<file path="src/rtl/defines.sv">
// ALU operation codes shared by the datapath and the instruction sequencer.
`ifndef UPROC_DEFINES_SV
`define UPROC_DEFINES_SV
`define ALU_ADD 3'd0
`define ALU_SUB 3'd1
`define ALU_AND 3'd2
`define ALU_OR  3'd3
`define ALU_XOR 3'd4
`define ALU_NOT 3'd5
`define ALU_LD  3'd6
`define ALU_NOP 3'd7
`endif

</file>
<file path="src/rtl/uproc_pkg.sv">
// Opcode map, ALU source selects and sequencer state encoding.
package uproc_pkg;

    typedef enum logic [3:0] {
        OP_ADD  = 4'h0,
        OP_SUB  = 4'h1,
        OP_AND  = 4'h2,
        OP_OR   = 4'h3,
        OP_XOR  = 4'h4,
        OP_NOT  = 4'h5,
        OP_LD   = 4'h6,
        OP_NOP7 = 4'h7,
        OP_ST   = 4'h8,
        OP_STR  = 4'h9,
        OP_JMP  = 4'hA,
        OP_JC   = 4'hB,
        OP_JZ   = 4'hC,
        OP_NOPD = 4'hD,
        OP_NOPE = 4'hE,
        OP_HALT = 4'hF
    } opcode_e;

    localparam logic [1:0] SRC_REG = 2'b00;
    localparam logic [1:0] SRC_IMM = 2'b01;
    localparam logic [1:0] SRC_MEM = 2'b10;

    typedef enum logic [2:0] {
        S_FETCH,
        S_DECODE,
        S_MEMWAIT,
        S_EXEC,
        S_HALT
    } state_e;

    function automatic logic is_alu_op(input opcode_e op);
        return op <= OP_LD;
    endfunction

endpackage

</file>
<file path="src/rtl/ins_dec.sv">
// Combinational instruction decoder: splits IR into fields and class flags.
// Zero latency; no flow control.
`include "defines.sv"

module ins_dec
    import uproc_pkg::*;
(
    input  logic [15:0] ir,
    output logic [2:0]  alu_code,
    output logic [1:0]  src_sel,
    output logic [7:0]  operand,
    output logic        ci_en,
    output logic        wr_carry,
    output logic        is_alu,
    output logic        is_mem_alu,
    output logic        is_st,
    output logic        is_str,
    output logic        is_jmp,
    output logic        is_jc,
    output logic        is_jz,
    output logic        is_halt
);

    opcode_e op;
    logic    unused_ir8;

    assign op         = opcode_e'(ir[15:12]);
    assign unused_ir8 = ir[8];

    always_comb begin
        is_alu   = is_alu_op(op);
        alu_code = is_alu ? ir[14:12] : `ALU_NOP;
        wr_carry = is_alu && (alu_code == `ALU_ADD || alu_code == `ALU_SUB);
        // The reserved source 11 falls back to the register file.
        src_sel  = SRC_REG;
        if (is_alu && ir[11:10] != 2'b11) begin
            src_sel = ir[11:10];
        end
        is_mem_alu = is_alu && (src_sel == SRC_MEM);
        ci_en      = ir[9] && wr_carry;
        operand    = ir[7:0];
        is_st      = (op == OP_ST);
        is_str     = (op == OP_STR);
        is_jmp     = (op == OP_JMP);
        is_jc      = (op == OP_JC);
        is_jz      = (op == OP_JZ);
        is_halt    = (op == OP_HALT);
    end

endmodule

</file>
<file path="src/rtl/ins_seq.sv">
// Multi-cycle instruction sequencer: fetch/decode/memwait/exec FSM, PC and ALU control registers.
// 3 cycles per instruction, stalls in MEMWAIT until MemAck; HALT is left only through Rst.
`include "defines.sv"

module ins_seq
    import uproc_pkg::*;
#(
    parameter int PC_W = 8
) (
    input  logic            Clk,
    input  logic            Rst,
    input  logic [15:0]     InsIn,
    output logic [PC_W-1:0] PC,
    input  logic            CarryFlag,
    input  logic            AccuZero,
    input  logic            MemAck,
    output logic [2:0]      ALUCode,
    output logic            Ci,
    output logic [1:0]      SrcSel,
    output logic [7:0]      Operand,
    output logic            AccuWE,
    output logic            CarryWE,
    output logic            RegWE,
    output logic            MemReq,
    output logic            MemWr,
    output logic            Halted
);

    state_e          state_q, state_d;
    logic [PC_W-1:0] pc_q, pc_d;
    logic [15:0]     ir_q, ir_d;
    logic [2:0]      alu_code_q, alu_code_d;
    logic [1:0]      src_sel_q, src_sel_d;
    logic [7:0]      operand_q, operand_d;
    logic            ci_q, ci_d;
    logic            accu_we_q, accu_we_d;
    logic            carry_we_q, carry_we_d;
    logic            reg_we_q, reg_we_d;
    logic            mem_req_q, mem_req_d;
    logic            mem_wr_q, mem_wr_d;
    logic            halted_q, halted_d;

    logic [2:0] dec_alu_code;
    logic [1:0] dec_src_sel;
    logic [7:0] dec_operand;
    logic       dec_ci_en, dec_wr_carry, dec_is_alu, dec_is_mem_alu;
    logic       dec_is_st, dec_is_str, dec_is_jmp, dec_is_jc, dec_is_jz, dec_is_halt;

    ins_dec u_dec (
        .ir         (ir_q),
        .alu_code   (dec_alu_code),
        .src_sel    (dec_src_sel),
        .operand    (dec_operand),
        .ci_en      (dec_ci_en),
        .wr_carry   (dec_wr_carry),
        .is_alu     (dec_is_alu),
        .is_mem_alu (dec_is_mem_alu),
        .is_st      (dec_is_st),
        .is_str     (dec_is_str),
        .is_jmp     (dec_is_jmp),
        .is_jc      (dec_is_jc),
        .is_jz      (dec_is_jz),
        .is_halt    (dec_is_halt)
    );

    always_comb begin
        state_d    = state_q;
        pc_d       = pc_q;
        ir_d       = ir_q;
        alu_code_d = alu_code_q;
        src_sel_d  = src_sel_q;
        operand_d  = operand_q;
        ci_d       = ci_q;
        accu_we_d  = 1'b0;
        carry_we_d = 1'b0;
        reg_we_d   = 1'b0;
        mem_req_d  = mem_req_q;
        mem_wr_d   = mem_wr_q;
        halted_d   = halted_q;

        case (state_q)
            S_FETCH: begin
                ir_d    = InsIn;
                state_d = S_DECODE;
            end
            S_DECODE: begin
                alu_code_d = dec_alu_code;
                src_sel_d  = dec_src_sel;
                operand_d  = dec_operand;
                ci_d       = dec_ci_en && CarryFlag;
                if (dec_is_mem_alu || dec_is_st) begin
                    state_d   = S_MEMWAIT;
                    mem_req_d = 1'b1;
                    mem_wr_d  = dec_is_st;
                end else if (dec_is_halt) begin
                    state_d  = S_HALT;
                    halted_d = 1'b1;
                end else begin
                    // Strobes are registered so they are live exactly during EXEC.
                    state_d    = S_EXEC;
                    accu_we_d  = dec_is_alu;
                    carry_we_d = dec_wr_carry;
                    reg_we_d   = dec_is_str;
                end
            end
            S_MEMWAIT: begin
                if (MemAck) begin
                    mem_req_d = 1'b0;
                    mem_wr_d  = 1'b0;
                    if (dec_is_st) begin
                        state_d = S_FETCH;
                        pc_d    = pc_q + PC_W'(1);
                    end else begin
                        state_d    = S_EXEC;
                        accu_we_d  = 1'b1;
                        carry_we_d = dec_wr_carry;
                    end
                end
            end
            S_EXEC: begin
                state_d = S_FETCH;
                if (dec_is_jmp || (dec_is_jc && CarryFlag) || (dec_is_jz && AccuZero)) begin
                    pc_d = PC_W'(operand_q);
                end else begin
                    pc_d = pc_q + PC_W'(1);
                end
            end
            S_HALT: begin
                state_d = S_HALT;
            end
            default: begin
                state_d = S_FETCH;
            end
        endcase
    end

    always_ff @(posedge Clk or posedge Rst) begin
        if (Rst) begin
            state_q    <= S_FETCH;
            pc_q       <= '0;
            ir_q       <= '0;
            alu_code_q <= `ALU_NOP;
            src_sel_q  <= SRC_REG;
            operand_q  <= '0;
            ci_q       <= 1'b0;
            accu_we_q  <= 1'b0;
            carry_we_q <= 1'b0;
            reg_we_q   <= 1'b0;
            mem_req_q  <= 1'b0;
            mem_wr_q   <= 1'b0;
            halted_q   <= 1'b0;
        end else begin
            state_q    <= state_d;
            pc_q       <= pc_d;
            ir_q       <= ir_d;
            alu_code_q <= alu_code_d;
            src_sel_q  <= src_sel_d;
            operand_q  <= operand_d;
            ci_q       <= ci_d;
            accu_we_q  <= accu_we_d;
            carry_we_q <= carry_we_d;
            reg_we_q   <= reg_we_d;
            mem_req_q  <= mem_req_d;
            mem_wr_q   <= mem_wr_d;
            halted_q   <= halted_d;
        end
    end

    assign PC      = pc_q;
    assign ALUCode = alu_code_q;
    assign Ci      = ci_q;
    assign SrcSel  = src_sel_q;
    assign Operand = operand_q;
    assign AccuWE  = accu_we_q;
    assign CarryWE = carry_we_q;
    assign RegWE   = reg_we_q;
    assign MemReq  = mem_req_q;
    assign MemWr   = mem_wr_q;
    assign Halted  = halted_q;

endmodule

</file>
<file path="config.mk">
export PLATFORM = sky130hd
export DESIGN_NAME = ins_seq
export DESIGN_NICKNAME = d
export VERILOG_FILES = /design/src/rtl/uproc_pkg.sv /design/src/rtl/ins_dec.sv /design/src/rtl/ins_seq.sv
export VERILOG_INCLUDE_DIRS = /design/src /design/src/rtl
export SDC_FILE = /design/constraint.sdc
export NUM_CORES = 1
export LEC_CHECK = 0
export CAP_MARGIN = 20
export CORE_ASPECT_RATIO = 1.1
export CORE_MARGIN = 3
export CORE_UTILIZATION = 50
export DETAILED_ROUTE_END_ITERATION = 16
export PLACE_DENSITY_LB_ADDON = 0.15
export SYNTH_ARGS = -nofsm -noshare
export SYNTH_HDL_FRONTEND = slang
export SYNTH_SLANG_ARGS = --single-unit
</file>
<file path="constraint.sdc">
create_clock -name Clk -period 3.7 [get_ports Clk]
set_input_delay 0.74 -clock Clk [delete_from_list [all_inputs] [get_ports Clk]]
set_output_delay 0.74 -clock Clk [all_outputs]
set_load 0.01 [all_outputs]
</file>
==> metrics.md, run 1 <==
| Metric | Value |
|---|---|
| Post-synth EDFFs | 0 |
| Largest family of logic cells by synthesized area | simple AND/OR/NAND/NOR gates |
| Total number of yosys warnings | 0 |
| Initial Util | 0.534 |
| Synthesized net count | between 200 and 250 |
| Worst Skew | roughly 0.0063 ns |
| DR WL met2 | roughly 2100 um |
| CTS tree | built |
| Diode count | 0 |
| DRT Wirelength | roughly 4400 um |
| Worst path max stage delay | around 0.76 ns |
| Fin nets | 270 |
| Final Hold Slack | between 0.4 and 0.5 ns |
| Resized cells post-CTS | 0 |
| Vias in the first global route | ~1500 |
| Finished Core Util | 0.684 |
| Layout area overhead | 28.0% |
| Via count | 1636 |
| Cell taking the most area after synthesis | dfrtp_1 |
| Crit path max fanout | 15 |
| Area of the mapped netlist | 0.00218 mm2 |
| Crit Path Category | input pin to flip-flop |
| Grt ovf | 0 |
| Worst Path Buf+Inv | 1 |
| Compound-Gate Fraction of Synth Area | 0.111 |
| #FFs+latches synth | 46 |
| Finished Cell Area | approximately 0.0028 mm2 |
| Synth Area in XOR/XNOR | 0.00401 |
| Hold Path Depth | 2 |
| GPL Wtd Cong | between 0.7 and 0.8 |
| Slew Viols, Final | 0 |
| Post-DP Area | about 0.0027 mm2 |
| TritonCTS sink count | 46 |
| Reg2reg end | PC[3] |
| Number of hold buffers added after cts | 0 |
| Shortest period the worst path allows | 2.35 ns |
| Syn Inst Count | 203 |
| Worst r2r src | ir_q[13] |
| IO buf count | 47 |
| Post-CTS setup buffer count | 0 |
| Post-synth top area share | 0.493 |
| Largest net degree at the start of global routing | between 40 and 50 |
| Die Span Y | 75.3 um |
| Pwr dens | between 800 and 900 mW/mm2 |
| Max_slew headroom | 0.406 |
| Post-Synth Simple-Gate Area | 0.196 |
| Max layer used | met4 |
| Detail Route Antenna Nets | 0 |
| Max-cap violation count | 0 |
| Core area | just over 0.004 mm2 |
| CTS max path bufs | 2 |
| GRT Overall Usage | 0.188 |
| Max Clk Rate | 426 MHz |
| Initial antenna violation count | 0 |
| Layout cells sized above 1 | 0.165 |
| Post-DP HPWL | slightly above 3000 um |
| Vias per cell | ~5.4 |
| Initial DRC count | between 100 and 150 |
| Clock Latency Late Sink | roughly 0.30 ns |
| Cells along the critical path | clkdlybuf4s50_1 > nand3b_1 > a311oi_4 > mux2i_1 > a22oi_1 |
| Critical path startpoint category | input pin |
| Register area share after synthesis | 0.529 |
| Critical path capture point type | flip-flop |
| Post-synth top cells | nand2_1, dfrtp_1, mux2_2 |
| Synth async-reset ratio | 1.00 |
| Worst hold path type | flip-flop to flip-flop |
| DRC Markers | 0 |
| Adder-Cell Fraction of Synth Area | 0.00573 |
| Critical path's slowest cell | a311oi_4 |
| First-pass GRT wire length | 7220 um |
| RSZ-0062 raised after global routing | false |
| Static Leak | 1.22 nW |
| Top cells by area, synth | dfrtp_1, mux2_2, nand2_1 |
| Synth Flop Type | dfrtp_1 |
| WHS Endpoint | ALUCode[1] |
| Worst endpoint required time | just under 4 ns |
| Reg2reg setup slack | between 1 and 1.5 ns |
| Pre-CTS WS | between 1 and 1.5 ns |
| Status | finished, final reports clean |
| Setup TNS | 0 ns |
| Count leader, synth | nand2_1 |
| CTS root buf | clkbuf_8 |
| Final Hold Vio Count | 0 |
| Yosys cell types | 48 |
| 1st-pass router iterations | 4 |
| Worst path arrival time | ~2.5 ns |
| Hold Startpoint | ALUCode[1] |
| Post-route setup slack | roughly 1.3 ns |
| Die W | 69.0 um |
| Peak supply drop | between 400 and 500 uV |
| Worst-Margin Slew | approximately 0.88 ns |
| Metal3 WL | between 200 and 300 um |
| CTS Buf Count | 5 |
| Die area | about 0.0052 mm2 |
| M1 WL | about 2000 um |
| Top delay family on crit path | compound AO/OA/AOI/OAI gates |
| Clock transition at path regs | approximately 0.090 ns |
| Mux cell area share after synthesis | 0.110 |
| Rows | 24 |
| Final worst path period share | 0.635 |
| Wire per inst | between 10 and 15 um |
| Max H-tree Level | 2 |
| Final setup vio count | 0 |
| Worst Reg-to-Reg Cells | 4 |
| I/O pin cnt | 49 |
| Syn Area/Cell | 10.7 um2 |
final cells by class:
class	instances	area, um2
clock buffers	5	68.8
clock inverters	3	45.0
fillers	338	1290
inverters	8	30.0
multi-input cells	137	933
flip-flops and latches	46	1150
well taps	52	65.1
repair buffers	50	497
through the flow:
stage / cells / power, mW
floorplan: 203 / 1.69
global placement: 292 / 2.09
detailed placement: 293 / 2.13
CTS: 301 / 2.52
global route: 301 / 2.69
finish: 301 / 2.50
how the worst max path moves through the flow:
stage	endpoint	cells after the start	from	slack (ns)
CTS	PC[3]	5	CarryFlag	1.38
finish	PC[3]	5	CarryFlag	1.35
global route	PC[3]	5	CarryFlag	1.26
global placement	PC[5]	5	CarryFlag	1.09
floorplan	PC[0]	6	ir_q[14]	1.76
detailed placement	PC[3]	5	CarryFlag	1.04
cells by family (layout without fill, tap and decap cells):
kind of cell	count (synthesis)	in the layout
AND/OR/NAND/NOR	82	82
multiplexers	22	22
XOR/XNOR	1	1
AO/OA/AOI/OAI	31	31
flip-flops	46	46
adder cells (fa/ha/maj)	1	1
buffers and inverters	20	66
power by group:
part | leakage (nW) | total, mW | internal, mW | switching, mW
registers | 0.549 | 1.00 | 0.752 | 0.248
clock network | 0.0504 | 0.376 | 0.201 | 0.175
logic | 0.617 | 1.12 | 0.611 | 0.509
total | 1.22 | 2.50 | 1.56 | 0.932
registers in the layout, indices dropped and copies added, names as in the netlist:
| name | flops |
|---|---|
| ir_q | 15 |
| Operand | 8 |
| PC | 8 |
| ALUCode | 3 |
| state_q | 3 |
| SrcSel | 2 |
| AccuWE | 1 |
| CarryWE | 1 |
| Ci | 1 |
| Halted | 1 |
| MemReq | 1 |
| MemWr | 1 |
| RegWE | 1 |
cells in the final DEF, fill, tap and decap left out, types with 3 or more instances in the layout:
| cell | instances |
|---|---|
| dfstp_2 | 3 |
| clkdlybuf4s50_1 | 47 |
| and3_1 | 4 |
| a22oi_1 | 5 |
| nor2_1 | 4 |
| clkbuf_8 | 5 |
| nand3_1 | 5 |
| o21ai_0 | 9 |
| inv_1 | 7 |
| nor2b_1 | 3 |
| nand2_1 | 44 |
| mux2_2 | 15 |
| dfrtp_1 | 43 |
| mux2i_1 | 7 |
metal layers:
| layer | GRT usage | vias up |
|---|---|---|
| met2 | 0.286 | 48 |
| li1 | - | 801 |
| met3 | 0.0478 | 6 |
| met5 | 0 | - |
| met4 | 0.0584 | 0 |
| met1 | 0.264 | 781 |
tightest hold or removal path, cell delays in order, from the launching register on:
cell and delay [ns]:
dfstp_2 0.38, nand2_1 0.05, nand2_1 0.04
Note: power is estimated with default switching activity, not from simulation.
==> run 2: changes to the inputs <==
- clock period: 3.7 -> 2.29 ns (I/O delays scaled with it)
==> metrics.md, run 2 (synthesized netlist as in run 1, its figures left out) <==
| Metric | Value |
|---|---|
| Fin nets | 273 |
| Crit path max fanout | 15 |
| Largest net degree at the start of global routing | 47 |
| Layout area overhead | 28.6% |
| Final worst path period share | 0.824 |
| Static Leak | around 1.2 nW |
| Worst hold path type | flip-flop to flip-flop |
| Number of hold buffers added after cts | 0 |
| Max Clk Rate | 530 MHz |
| DRT Wirelength | ~4500 um |
| CTS max path bufs | 2 |
| CTS Buf Count | 5 |
| TritonCTS sink count | 46 |
| Max_slew headroom | 0.617 |
| Via count | approximately 1700 |
| Die W | approximately 69 um |
| Vias in the first global route | around 1600 |
| Number of flip-flops under the largest register name | 15 |
| Final setup vio count | 0 |
| Multi-input gate area | ~930 um2 |
| Initial Util | 0.534 |
| Rows | 24 |
| Layout cells sized above 1 | 0.175 |
| Vias per cell | 5.44 |
| Clock Latency Late Sink | approximately 0.30 ns |
| Area occupied by registers | 0.00115 mm2 |
| CTS root buf | clkbuf_8 |
| Initial antenna violation count | 0 |
| Resized cells post-CTS | 0 |
| DRC Markers | 0 |
| Worst Skew | between 0.003 and 0.004 ns |
| I/O pin cnt | between 40 and 50 |
| 1st-pass router iterations | 4 |
| Critical path startpoint category | flip-flop |
| CTS tree | built |
| Grt ovf | 0 |
| Commonest cells after routing, fill and taps aside | clkdlybuf4s50_1, nand2_1, dfrtp_1, mux2_2, o21ai_0 |
| Worst endpoint required time | ~2.5 ns |
| Crit Path Category | flip-flop to flip-flop |
| Shortest period the worst path allows | around 1.9 ns |
| Commonest non-fill, non-tap cell in the layout | clkdlybuf4s50_1 |
| Largest Register | ir_q |
| First-pass GRT wire length | around 7500 um |
| Wire per inst | between 10 and 15 um |
| Pwr dens | roughly 1400 mW/mm2 |
| Status | finished, final reports clean |
| Max-cap violation count | 0 |
| Die area | just over 0.005 mm2 |
| Peak supply drop | ~800 uV |
| Filler cells | ~350 |
| GPL Wtd Cong | ~0.77 |
| Finished Layout Cells | 304 |
| Die Span Y | approximately 75 um |
| Setup TNS | 0 ns |
| Critical path capture point type | flip-flop |
| Final Hold Vio Count | 0 |
| Post-CTS setup buffer count | 0 |
| Placed Cells | just under 300 |
| Core area | slightly above 0.004 mm2 |
| IO buf count | between 40 and 50 |
| RSZ-0062 raised after global routing | false |
| Detail Route Antenna Nets | 0 |
| Slew Viols, Final | 0 |
| Reg2reg setup slack | roughly 0.40 ns |
| Diode count | 0 |
| Initial DRC count | between 100 and 150 |
| GRT Overall Usage | 0.195 |
| Worst-Margin Slew | around 0.57 ns |
| Clock transition at path regs | 0.09 ns |
| Worst path arrival time | between 2 and 2.5 ns |
| Post-DP HPWL | ~3200 um |
| Max H-tree Level | 2 |
==> run 2: critical path, cell delays in order (launching register included) <==
cell and delay (ns):
dfrtp_1 0.50, or3b_4 0.43, a311oi_4 0.34, buf_12 0.19, mux2i_1 0.19, a22oi_1 0.11
==> run 2: metal layers <==
metal  share of wire  global-route usage  up-vias
li1                -                   -      809
met1            0.48               0.274      798
met2            0.47               0.303       45
met3           0.045              0.0463        2
met4          0.0040              0.0519        0
met5               0                   0        -
==> run 2: path summary, 6_finish.rpt <==
path | start | end | cells after the start
worst min register to register | ALUCode[2] | ALUCode[2] | 2
worst max-delay path | ir_q[13] | PC[5] | 5
worst min-delay path | ALUCode[2] | ALUCode[2] | 2
min in group asynchronous | Rst | CarryWE | 3
max in group asynchronous | Rst | ALUCode[1] | 3
worst max register to register | ir_q[13] | PC[5] | 5
==> run 2: layout make-up <==
cell class | count | area share
clock buffers | 5 | 0.0245
multi-input cells | 137 | 0.333
flip-flops and latches | 46 | 0.412
well taps | 52 | 0.0232
clock inverters | 3 | 0.00892
inverters | 8 | 0.0107
repair buffers | 53 | 0.188
==> run 2: metrics by stage <==
step | setup WS [ns] | instance area (um2) | util | total power [mW] | hold slack, ns
after global routing | 0.319 | 2810 | 0.687 | 4.30 | 0.473
after floorplan | 0.345 | 2180 | - | 2.74 | 0.435
after CTS | 0.403 | 2810 | 0.687 | 4.01 | 0.465
after global placement | 0.293 | 2710 | 0.664 | 3.42 | 0.447
after detailed placement | 0.263 | 2710 | 0.664 | 3.49 | 0.451
final | 0.404 | 2810 | 0.687 | 3.98 | 0.467
==> run 2: power by group <==
group	internal (mW)	leakage [nW]	switching [mW]
Sequential	1.21	0.549	0.410
Combinational	1.01	0.634	0.833
Clock	0.221	0.0447	0.294
Total	2.45	1.23	1.54
==> run 3: changes to the inputs <==
- clock period: 2.29 -> 1.8 ns (I/O delays scaled with it)
==> metrics.md, run 3 (synthesized netlist as in run 1, its figures left out) <==
| Metric | Value |
|---|---|
| Status | finished, final reports clean |
| CTS Buf Count | 5 |
| Critical path's slowest cell | dfstp_2 |
| DRT Wirelength | 4630 um |
| Vias per cell | about 5.5 |
| Worst hold path type | input pin to async pin |
| Slew Viols, Final | 0 |
| 1st-pass router iterations | 4 |
| Number of flip-flops under the largest register name | 15 |
| WP depth | 1 |
| Cells along the critical path | clkdlybuf4s50_1 |
| Setup TNS | 0 ns |
| Crit path max fanout | 2 |
| Final worst path period share | 0.972 |
| Finished Cell Area | 0.00289 mm2 |
| Largest Register | ir_q |
| Die Span Y | about 75 um |
| Max H-tree Level | 2 |
| Post-DP HPWL | roughly 3300 um |
| Worst Reg-to-Reg Cells | 5 |
| Rows | 24 |
| First-pass GRT wire length | approximately 7400 um |
| Pre-CTS WS | -0.177 ns |
| Post-DP Area | ~0.0028 mm2 |
| CTS tree | built |
| Clock transition at path regs | roughly 0.090 ns |
| Critical path startpoint category | flip-flop |
| Max_slew headroom | 0.795 |
| Top delay family on crit path | flip-flops |
| Worst path arrival time | about 1.4 ns |
| Peak supply drop | 949 uV |
| Wire per inst | 14.8 um |
| IO buf count | 47 |
| Vias in the first global route | approximately 1600 |
| Static Leak | ~1.3 nW |
| Clock Latency Late Sink | just over 0.3 ns |
| Layout area overhead | 32.6% |
| Die area | 0.00519 mm2 |
| Worst Path Buf+Inv | 1 |
| Worst path max stage delay | between 0.5 and 0.6 ns |
| Die W | approximately 69 um |
| Initial DRC count | 97 |
| Detail Route Antenna Nets | 0 |
| DRC Markers | 0 |
| GPL Wtd Cong | approximately 0.8 |
| I/O pin cnt | roughly 50 |
| Worst Skew | slightly below 0.008 ns |
| Post-route setup slack | a little over 0.05 ns |
| Critical path capture point type | output pin |
| Commonest cells after routing, fill and taps aside | clkdlybuf4s50_1, nand2_1, dfrtp_1, mux2_2, buf_4 |
| Final setup vio count | 0 |
| Diode count | 0 |
| Finished Layout Cells | 312 |
| RSZ-0062 raised after global routing | true |
| Commonest non-fill, non-tap cell in the layout | clkdlybuf4s50_1 |
| Via count | about 1700 |
| Layout cells sized above 1 | 0.212 |
| Core area | 0.00408 mm2 |
| Fin nets | about 280 |
| Max Clk Rate | roughly 570 MHz |
| CTS max path bufs | 2 |
| Worst endpoint required time | between 1 and 1.5 ns |
| TritonCTS sink count | 46 |
| Grt ovf | 0 |
| Placed Cells | approximately 300 |
| Final Hold Vio Count | 0 |
| Initial antenna violation count | 0 |
| Largest net degree at the start of global routing | 47 |
| Initial Util | 0.534 |
| CTS root buf | clkbuf_8 |
| Worst-Margin Slew | ~0.30 ns |
| Pwr dens | 1820 mW/mm2 |
| Crit Path Category | flip-flop to output pin |
| Shortest period the worst path allows | 1.75 ns |
| GRT Overall Usage | 0.192 |
| Max-cap violation count | 0 |
run 3: area by class of cell:
| cell class | instances | area, um2 |
|---|---|---|
| Fill cell | 332 | 1190 |
| Timing Repair Buffer | 61 | 611 |
| Inverter | 8 | 30.0 |
| Multi-Input combinational cell | 137 | 933 |
| Tap cell | 52 | 65.1 |
| Sequential cell | 46 | 1160 |
| Clock buffer | 5 | 68.8 |
| Clock inverter | 3 | 26.3 |
run 3: timing repair:
item,CTS,global route
hold endpoints to repair,0,0
endpoints found under the setup margin,1,7
resized for setup,1,2
hold buffers,0,0
buffers inserted,0,1
run 3: final timing paths:
| kind | startpoint | slack, ns | to |
|---|---|---|---|
| worst max-delay path | ALUCode[2] | 0.05 | ALUCode[2] |
| worst min-delay path | Rst | 0.40 | PC[1] |
| worst max register to register | ir_q[13] | 0.05 | PC[3] |
| worst min register to register | ALUCode[1] | 0.46 | ALUCode[1] |
| max in group asynchronous | Rst | 1.13 | ALUCode[0] |
| min in group Clk | ALUCode[1] | 0.46 | ALUCode[1] |
run 3: stage by stage:
step / hold slack (ns) / power (mW) / utilization
after floorplan: 0.435 / 3.50 / -
after global placement: 0.445 / 4.51 / 0.683
after detailed placement: 0.447 / 4.59 / 0.683
after CTS: 0.412 / 5.28 / 0.706
after global routing: 0.428 / 5.64 / 0.708
final: 0.401 / 5.26 / 0.708
run 3: power by group:
group / internal [mW] / switching [mW] / leakage [nW]
combinational: 1.42 / 1.19 / 0.682
clock: 0.289 / 0.390 / 0.0495
sequential: 1.55 / 0.416 / 0.546
run 3: layer usage:
metal / routed length (um) / vias up / track usage
li1: - / 819 / -
met1: 2090 / 828 / 0.259
met2: 2200 / 52 / 0.291
met3: 273 / 7 / 0.0552
met4: 65 / 0 / 0.0779
met5: 0 / - / 0
